$ cat src/rtl/cmos_gate_test_pkg.sv
// Shared types and constants for the CMOS gate test sequencer.
// Holds the FSM states, the Gray input walk and the reference truth tables.
package cmos_gate_test_pkg;

   typedef enum logic [1:0] {
      ST_IDLE,
      ST_SETTLE,
      ST_CHECK,
      ST_DONE
   } state_e;

   // Index 0 is the first vector driven; neighbouring entries differ in one bit.
   localparam logic [3:0][1:0] GRAY_SEQ = {2'b10, 2'b11, 2'b01, 2'b00};

   localparam logic [3:0] TT_NAND = 4'b0111;
   localparam logic [3:0] TT_NOR  = 4'b0001;
   localparam logic [3:0] TT_XOR  = 4'b0110;
   localparam logic [3:0] TT_XNOR = 4'b1001;

endpackage

$ cat src/rtl/gate_result_checker.sv
// Combinational compare of sampled gate outputs against their truth tables.
// Produces the mismatch vector, its popcount and the lowest mismatching index.
module gate_result_checker #(
   parameter int NUM_GATES = 4,
   parameter int GSEL_W    = 2,
   parameter int PC_W      = 3
) (
   input  logic [NUM_GATES-1:0]   dut_out,
   input  logic [NUM_GATES-1:0]   gate_en,
   input  logic [4*NUM_GATES-1:0] truth_tbl,
   input  logic [1:0]             vec,
   output logic [NUM_GATES-1:0]   mismatch,
   output logic [PC_W-1:0]        mism_cnt,
   output logic [GSEL_W-1:0]      low_idx
);

   for (genvar g = 0; g < NUM_GATES; g++) begin : g_cmp
      logic [3:0] nib;
      assign nib         = truth_tbl[4*g +: 4];
      assign mismatch[g] = gate_en[g] & (dut_out[g] ^ nib[vec]);
   end

   // Walk downwards so the last hit written is the lowest index.
   always_comb begin
      mism_cnt = '0;
      low_idx  = '0;
      for (int g = NUM_GATES - 1; g >= 0; g--) begin
         mism_cnt = mism_cnt + PC_W'(mismatch[g]);
         if (mismatch[g]) low_idx = GSEL_W'(g);
      end
   end

endmodule

$ cat src/rtl/cmos_gate_test_seq.sv
// Walks all four input vectors across a bank of 2-input CMOS gates in Gray
// order, samples each gate after a settle time and accumulates results.
module cmos_gate_test_seq
   import cmos_gate_test_pkg::*;
#(
   parameter int NUM_GATES     = 4,
   parameter int SETTLE_CYCLES = 2,
   parameter int CNT_W         = 8,
   parameter int GSEL_W        = (NUM_GATES > 1) ? $clog2(NUM_GATES) : 1
) (
   input  logic                   clk,
   input  logic                   rst,
   input  logic                   start,
   input  logic [NUM_GATES-1:0]   gate_en,
   input  logic [4*NUM_GATES-1:0] truth_tbl,
   input  logic [NUM_GATES-1:0]   dut_out,
   output logic                   dut_a,
   output logic                   dut_b,
   output logic                   busy,
   output logic                   done,
   output logic                   pass,
   output logic [NUM_GATES-1:0]   fail_mask,
   output logic [CNT_W-1:0]       err_count,
   output logic [GSEL_W-1:0]      first_fail_gate,
   output logic [1:0]             first_fail_vec
);

   localparam int SC_W  = (SETTLE_CYCLES > 1) ? $clog2(SETTLE_CYCLES) : 1;
   localparam int PC_W  = $clog2(NUM_GATES + 1);
   localparam int SUM_W = ((CNT_W > PC_W) ? CNT_W : PC_W) + 1;
   localparam logic [CNT_W-1:0] CNT_MAX = '1;

   state_e                 state_q, state_d;
   logic [SC_W-1:0]        settle_cnt;
   logic [1:0]             vec_idx;
   logic [NUM_GATES-1:0]   en_q;
   logic [4*NUM_GATES-1:0] tt_q;
   logic [NUM_GATES-1:0]   mismatch;
   logic [PC_W-1:0]        mism_cnt;
   logic [GSEL_W-1:0]      low_idx;
   logic [SUM_W-1:0]       err_sum;
   logic                   settle_last;
   logic                   last_vec;

   gate_result_checker #(
      .NUM_GATES (NUM_GATES),
      .GSEL_W    (GSEL_W),
      .PC_W      (PC_W)
   ) u_chk (
      .dut_out   (dut_out),
      .gate_en   (en_q),
      .truth_tbl (tt_q),
      .vec       ({dut_a, dut_b}),
      .mismatch  (mismatch),
      .mism_cnt  (mism_cnt),
      .low_idx   (low_idx)
   );

   assign settle_last = (settle_cnt == SC_W'(SETTLE_CYCLES - 1));
   assign last_vec    = (vec_idx == 2'd3);
   assign err_sum     = SUM_W'(err_count) + SUM_W'(mism_cnt);

   always_ff @(posedge clk) begin
      if (rst) state_q <= ST_IDLE;
      else     state_q <= state_d;
   end

   always_comb begin
      state_d = state_q;
      case (state_q)
         ST_IDLE:   if (start) state_d = ST_SETTLE;
         ST_SETTLE: if (settle_last) state_d = ST_CHECK;
         ST_CHECK:  state_d = last_vec ? ST_DONE : ST_SETTLE;
         ST_DONE:   state_d = ST_IDLE;
         default:   state_d = ST_IDLE;
      endcase
   end

   always_ff @(posedge clk) begin
      if (rst) begin
         settle_cnt      <= '0;
         vec_idx         <= '0;
         en_q            <= '0;
         tt_q            <= '0;
         dut_a           <= 1'b0;
         dut_b           <= 1'b0;
         busy            <= 1'b0;
         done            <= 1'b0;
         pass            <= 1'b0;
         fail_mask       <= '0;
         err_count       <= '0;
         first_fail_gate <= '0;
         first_fail_vec  <= '0;
      end else begin
         done <= 1'b0;
         case (state_q)
            ST_IDLE: begin
               if (start) begin
                  en_q            <= gate_en;
                  tt_q            <= truth_tbl;
                  fail_mask       <= '0;
                  err_count       <= '0;
                  first_fail_gate <= '0;
                  first_fail_vec  <= '0;
                  pass            <= 1'b0;
                  vec_idx         <= '0;
                  {dut_a, dut_b}  <= GRAY_SEQ[0];
                  settle_cnt      <= '0;
                  busy            <= 1'b1;
               end
            end
            ST_SETTLE: settle_cnt <= settle_cnt + SC_W'(1);
            ST_CHECK: begin
               fail_mask <= fail_mask | mismatch;
               err_count <= (err_sum > SUM_W'(CNT_MAX)) ? CNT_MAX : CNT_W'(err_sum);
               // Empty mask means no earlier check of this run has failed.
               if ((|mismatch) && (fail_mask == '0)) begin
                  first_fail_gate <= low_idx;
                  first_fail_vec  <= {dut_a, dut_b};
               end
               if (last_vec) begin
                  done <= 1'b1;
                  pass <= ((fail_mask | mismatch) == '0);
               end else begin
                  vec_idx        <= vec_idx + 2'd1;
                  {dut_a, dut_b} <= GRAY_SEQ[vec_idx + 2'd1];
                  settle_cnt     <= '0;
               end
            end
            ST_DONE: busy <= 1'b0;
            default: ;
         endcase
      end
   end

endmodule

$ cat config.mk
export PLATFORM = sky130hd
export DESIGN_NAME = cmos_gate_test_seq
export DESIGN_NICKNAME = d
export VERILOG_FILES = /design/src/rtl/cmos_gate_test_pkg.sv /design/src/rtl/gate_result_checker.sv /design/src/rtl/cmos_gate_test_seq.sv
export SDC_FILE = /design/constraint.sdc
export NUM_CORES = 1
export LEC_CHECK = 0
export ABC_AREA = 1
export BUFFER_PORTS_ARGS = -buffer_cell sky130_fd_sc_hd__buf_2
export CAP_MARGIN = 20
export CORE_MARGIN = 2
export CORE_UTILIZATION = 58
export DETAILED_ROUTE_END_ITERATION = 8
export PLACE_DENSITY = 0.95
export SYNTH_ARGS = -nofsm -noshare
export SYNTH_HDL_FRONTEND = slang
export SYNTH_SLANG_ARGS = --single-unit
$ cat constraint.sdc
create_clock -name clk -period 8.15 [get_ports clk]
set_input_delay 0.4075 -clock clk [delete_from_list [all_inputs] [get_ports clk]]
set_output_delay 0.4075 -clock clk [all_outputs]
set_load 0.01 [all_outputs]
==> After elaboration in Yosys (flattened, before gate mapping) <==
Index checks and enable logic that the tools add are counted.
W data, S select, Z words.
{ "classes": {"n_bitwise": 10, "mux": 42, "eq_ne": 9, "reduce_logical": 17, "n_addsub": 6, "n_lt_le_gt_ge": 3} }
{ "ops": {"columns": ["operator", "count"], "rows": [
  ["$mux W2", 12],
  ["$mux W8", 2],
  ["$pmux W8 S2", 1],
  ["$pmux W2 S2", 3],
  ["$reduce_and A3 Y1", 4],
  ["$mux W1", 11],
  ["$ne A2 B2 Y1 const B", 5],
  ["$add A8 B3 Y9", 1],
  ["$gt A9 B8 Y1 const B", 1],
  ["$bmux W1 S2", 4],
  ["$logic_not A4 Y1", 2],
  ["$pmux W1 S2", 4],
  ["$pmux W2 S4", 1],
  ["$pmux W4 S2", 1],
  ["$reduce_and A2 Y1", 4],
  ["$add A3 B1 Y3", 2],
  ["$eq A2 B2 Y1 const B", 3],
  ["$lt A2 B3 Y1 const B", 2],
  ["$and A1 B1 Y1", 4],
  ["$bmux W2 S2", 1],
  ["$mux W4", 1],
  ["$or A4 B4 Y4", 1],
  ["$reduce_bool A2 Y1", 2],
  ["$reduce_or A4 Y1", 1],
  ["11 further kinds", 14]
]} }
{ "totals": {"out_inout_bits": 21, "regBits": 46, "wordCells": 101, "in_bits": 27} }

==> Longest topological paths before layout <==
{ "logic_depth": {"depth_word": 11, "ltp_mapped": 20, "depth_no_buf": 19} }

==> Hierarchy <==
A second synthesis with hierarchy kept.
{ "unflattened": {"cells_unflattened": 331, "area_unflattened_um2": 2301.0} }
{ "by_module_without_submodules": {"columns": ["mod", "n_inst", "seq_area_each_um2", "cells_per_inst", "area_each_um2"], "rows": [
  ["cmos_gate_test_seq", 1, 900.9, 267, 1960.6],
  ["gate_result_checker", 1, 0.0, 64, 340.3]
]} }

==> Worst setup path after synthesis <==
Ideal clock, no wire load.
{ "synth_path": {"path_type": "reg2reg", "from": "register dut_b", "to": "register err_count[3]", "setup_time_ns": 0.132, "required_time_ns": 8.018, "synth_period_minus_slack_ns": 3.036, "path_buffers": 1, "t_arrival_ns": 2.903, "setup_slack_ns": 5.114, "path_stages_with_launch": 19, "path_cell_list": "dfxtp_1 buf_6 inv_8 nand2_1 nand3_1 nand3_1 nand3_1 ha_1 inv_1 fa_1 inv_1 ha_1 fa_1 nand2_1 a21boi_2 nand4_2 nor2_2 o21ai_1 a21oi_1"} }
{ "synth_via": {"elab_chain_len": 11} }
{ "synth_lines": {"columns": ["element", "line_no", "text"], "rows": [
  ["from (decl)", "cmos_gate_test_seq.sv:18", "output logic dut_b,"],
  ["from (signal assigned)", "cmos_gate_test_seq.sv:107", "{dut_a, dut_b} <= GRAY_SEQ[0];"],
  ["from (signal assigned)", "cmos_gate_test_seq.sv:126", "{dut_a, dut_b} <= GRAY_SEQ[vec_idx + 2'd1];"],
  ["$bmux W1 S2", "gate_result_checker.sv:20", "assign mismatch[g] = gate_en[g] & (dut_out[g] ^ nib[vec]);"],
  ["$mux W1 (not written as such)", "gate_result_checker.sv:20", null],
  ["$xor A1 B1 Y1", "gate_result_checker.sv:20", null],
  ["$and A1 B1 Y1", "gate_result_checker.sv:20", null],
  ["$add A1 B1 Y2", "gate_result_checker.sv:28", "mism_cnt = mism_cnt + PC_W'(mismatch[g]);"],
  ["$add A3 B1 Y3", "gate_result_checker.sv:28", null],
  ["$add A3 B1 Y3 *", "gate_result_checker.sv:28", null],
  ["$add A8 B3 Y9 *", "cmos_gate_test_seq.sv:61", "assign err_sum = SUM_W'(err_count) + SUM_W'(mism_cnt);"],
  ["$gt A9 B8 Y1", "cmos_gate_test_seq.sv:115", "err_count <= (err_sum > SUM_W'(CNT_MAX)) ? CNT_MAX : CNT_W'(err_sum);"],
  ["$mux W8 *", "cmos_gate_test_seq.sv:115", null],
  ["$pmux W8 S2 *", "cmos_gate_test_seq.sv:96", "case (state_q)"],
  ["to (signal assigned)", "cmos_gate_test_seq.sv:115", null],
  ["to (decl)", "cmos_gate_test_seq.sv:23", "output logic [CNT_W-1:0] err_count,"]
]} }
Mark *: on every way between the ends. The rest lies on a longest branch, timed or not. The select of a mux whose other input is x is not followed.
A chain may end at the register's enable or synchronous reset.

==> Worst setup path after layout <==
{ "layout_path": {"from": "register dut_b", "to": "register err_count[6]"} }
The elaborated chain is that of the path after synthesis.

==> impl_metrics.env <==
export IMPL_fin_nets=398
export IMPL_drtIter0Drc=154
export IMPL_worstMarginPinSlew_ns=0.649
export IMPL_ys_flop_type="dfxtp_1"
export IMPL_final_util=0.698
export IMPL_synth_seq_cells=45
export IMPL_slew_headroom=0.567
export IMPL_syn_num_nets=356
export IMPL_cp_cell_sequence="inv_8, nand2_1, nand3_1, nand3_1, nand3_1, ha_1, inv_1, fa_1, inv_1, ha_1, fa_1, nand2_1, a21boi_2, nand4_2, o21ai_1, a21oi_1, a21oi_1, nor2_1"
export IMPL_root_buffer="clkbuf_8"
export IMPL_seq_area_um2=901
export IMPL_port_buffers=47
export IMPL_worst_path_max_delay_cell="dfxtp_1"
export IMPL_grt_max_degree=35
export IMPL_finalHoldViolCount=0
export IMPL_leakage_uw=0.00124
export IMPL_synthCells=318
export IMPL_drc_errors=0
export IMPL_max_stage_delay_ns=0.64
export IMPL_vdd_ir_drop_max_mv=0.104
export IMPL_rows=22
export IMPL_fin_crit_ns=3.52
export IMPL_diodes=0
export IMPL_gp_congestion=0.904
export IMPL_path_common_cell="nand3_1"
export IMPL_ys_types=32
export IMPL_setup_tns_ns=0
export IMPL_cp_data_required_time_ns=8.39
export IMPL_die_area_um2=4450
export IMPL_cts_path_max_buffers=2
export IMPL_rsz0062_at_grt="false"
export IMPL_routed_wl_mm=5.04
export IMPL_max_freq_mhz=284
export IMPL_slew_violations=0
export IMPL_crit_fanout=11
export IMPL_grt_pass1_vias=2032
export IMPL_vias_per_cell=5.41
export IMPL_drt_pass1_iter_count=4
export IMPL_antenna_found_initial=0
export IMPL_vias=2203
export IMPL_clock_skew_ns=0.00570
export IMPL_arrival_ns=3.76
export IMPL_ctsHtreeMaxLevel=2
export IMPL_overflow=0
export IMPL_avgSynthCellArea_um2=7.18
export IMPL_cts_made_buffers=5
export IMPL_drive_above_1_share=0.226
export IMPL_dpl_hpwl_mm=3.82
export IMPL_cts_hold_buffers_added=0
export IMPL_syn_cell_area_um2=2280
export IMPL_synth_edff_count=0
export IMPL_fin_crit_sh=0.431
export IMPL_wire_per_inst_um=12.4
export IMPL_critPathTopFamily="adder cells"
export IMPL_path_class="flip-flop to flip-flop"
export IMPL_cap_violations=0
export IMPL_cts_tree="yes"
export IMPL_async_reset_ff_frac=0
export IMPL_ant_nets=0
export IMPL_finalSetupViolCount=0
export IMPL_grt_usage=0.257
export IMPL_clock_sinks=45
export IMPL_fin_total_pwr_uw=482
export IMPL_core_area_um2=3720
export IMPL_cts_resized=0
export IMPL_synth_largest_area_cell="dfxtp_1"
export IMPL_crit_buf_inv=3
export IMPL_dieHeight_um=66.7
export IMPL_syn2layout_area_growth_pct=13.7
export IMPL_ys_top_cells_by_area="dfxtp_1 (39%), nor2_1 (9.9%), nand2_1 (8.7%), a21oi_1 (5.0%), ha_1 (4.9%)"
export IMPL_die_w_um=66.7
export IMPL_status="completed"
export IMPL_stdcell_count=407
export IMPL_placedCellCount=401
export IMPL_grt_pass1_wl_mm=8.66
export IMPL_r2r_slack_ns=4.63
export IMPL_post_cts_buffers=0
export IMPL_crit_path_end_kind="flip-flop"
export IMPL_synth_top_area_share=0.395
export IMPL_io_pins=48
export IMPL_power_density_nw_per_um2=186
export IMPL_multi_input_comb_area_um2=1200
export IMPL_yosys_warnings=0
export IMPL_clk_latency_ns=0.30
export IMPL_path_clk_slew_ns=0.08
export IMPL_hold_class="primary input to flip-flop"
export IMPL_n_fill_cell=305
export IMPL_initial_utilization=0.614
export IMPL_cp_start_kind="flip-flop"
export IMPL_yosysSeqAreaShare=0.395
## metal layers
metal	GRT usage	wire, µm	vias to the layer above	part of all wire
li1	-	-	1109	-
met1	0.303	2190	1010	0.43
met2	0.444	2430	73	0.48
met3	0.0642	320	11	0.064
met4	0.102	99	0	0.020
met5	0	0	-	0
## worst reg2reg max path, stage by stage, from the launching register on
cell,delay (ns)
dfxtp_1,0.64
inv_8,0.08
nand2_1,0.08
nand3_1,0.09
nand3_1,0.09
nand3_1,0.19
ha_1,0.35
inv_1,0.06
fa_1,0.54
inv_1,0.04
ha_1,0.20
fa_1,0.41
nand2_1,0.10
a21boi_2,0.08
nand4_2,0.13
o21ai_1,0.08
a21oi_1,0.17
a21oi_1,0.06
nor2_1,0.09
## sequential cells by signal, summed over array words and instances (netlist names)
register	cells
tt_q	16
err_count	8
first_fail_vec	2
state_q	2
done	1
en_q	4
fail_mask	4
dut_b	1
vec_idx	2
settle_cnt	1
busy	1
first_fail_gate	2
pass	1
## final cells by class
class / count / share of cell area
Timing Repair Buffer: 47 / 0.0907
Inverter: 31 / 0.0478
Sequential cell: 45 / 0.347
Clock inverter: 1 / 0.00193
Clock buffer: 5 / 0.0265
Tap cell: 48 / 0.0232
Multi-Input combinational cell: 230 / 0.463
## cell usage in the layout (no fill, tap or decap), types with 2 or more instances in the layout
master / synthesis / final
nor2_1: 60 / 60
inv_2: 8 / 8
o21ai_1: 18 / 18
dfxtp_1: 45 / 45
ha_1: 9 / 9
nand4_1: 3 / 3
clkbuf_8: 0 / 5
nand2_1: 53 / 53
nor3_1: 2 / 2
nand2_2: 8 / 8
o21ai_0: 11 / 11
nand3_2: 5 / 5
nor2_2: 3 / 3
inv_1: 21 / 21
buf_2: 1 / 47
a21oi_1: 23 / 23
a211oi_1: 2 / 2
xor2_1: 3 / 3
nand3_1: 19 / 19
nand3b_1: 3 / 3
fa_1: 2 / 2
## path summary, 6_finish.rpt
path	cells past startpoint	from	end
worst min register to register	2	busy	busy
worst max-delay path	18	dut_b	err_count[6]
worst min-delay path	3	truth_tbl[5]	tt_q[5]
worst max register to register	18	dut_b	err_count[6]
## power by group
group	switching (µW)	leakage, µW	internal [µW]
Combinational	65.1	0.000833	37.6
Clock	70.1	0.0000399	56.4
Sequential	14.7	0.000369	238
Total	150	0.00124	332
## metrics by stage
| step | hold slack, ns | cell area [µm²] | setup slack, ns |
|---|---|---|---|
| after global placement | 0.449 | 2520 | 4.89 |
| after global routing | 0.346 | 2590 | 4.39 |
| final | 0.339 | 2590 | 4.63 |
| after floorplan | 0.439 | 2280 | 5.11 |
| after CTS | 0.336 | 2590 | 4.66 |
| after detailed placement | 0.459 | 2520 | 4.66 |
## cells by family (layout without fill, tap and decap cells)
| logic type | Yosys count | count (layout) | synth area share |
|---|---|---|---|
| and+or+nand+nor | 158 | 158 | 0.313 |
| AOI/OAI and AO/OA | 57 | 57 | 0.131 |
| DFF | 45 | 45 | 0.395 |
| buffers and inverters | 43 | 84 | 0.0795 |
| adders and majority gates | 11 | 11 | 0.0669 |
| xor gates and xnor gates | 4 | 4 | 0.0154 |
## cells in the mapped netlist, types with 3 or more instances
cell / number
nand2_2: 8
ha_1: 9
o21ai_0: 11
nand2_1: 53
o21ai_1: 18
nand3b_1: 3
nand4_1: 3
inv_1: 21
a21oi_1: 23
nand3_2: 5
nor2_1: 60
dfxtp_1: 45
nor2_2: 3
nand3_1: 19
inv_2: 8
clkbuf_1: 8
xor2_1: 3
No activity file was read; power rests on OpenSTA's default activity.
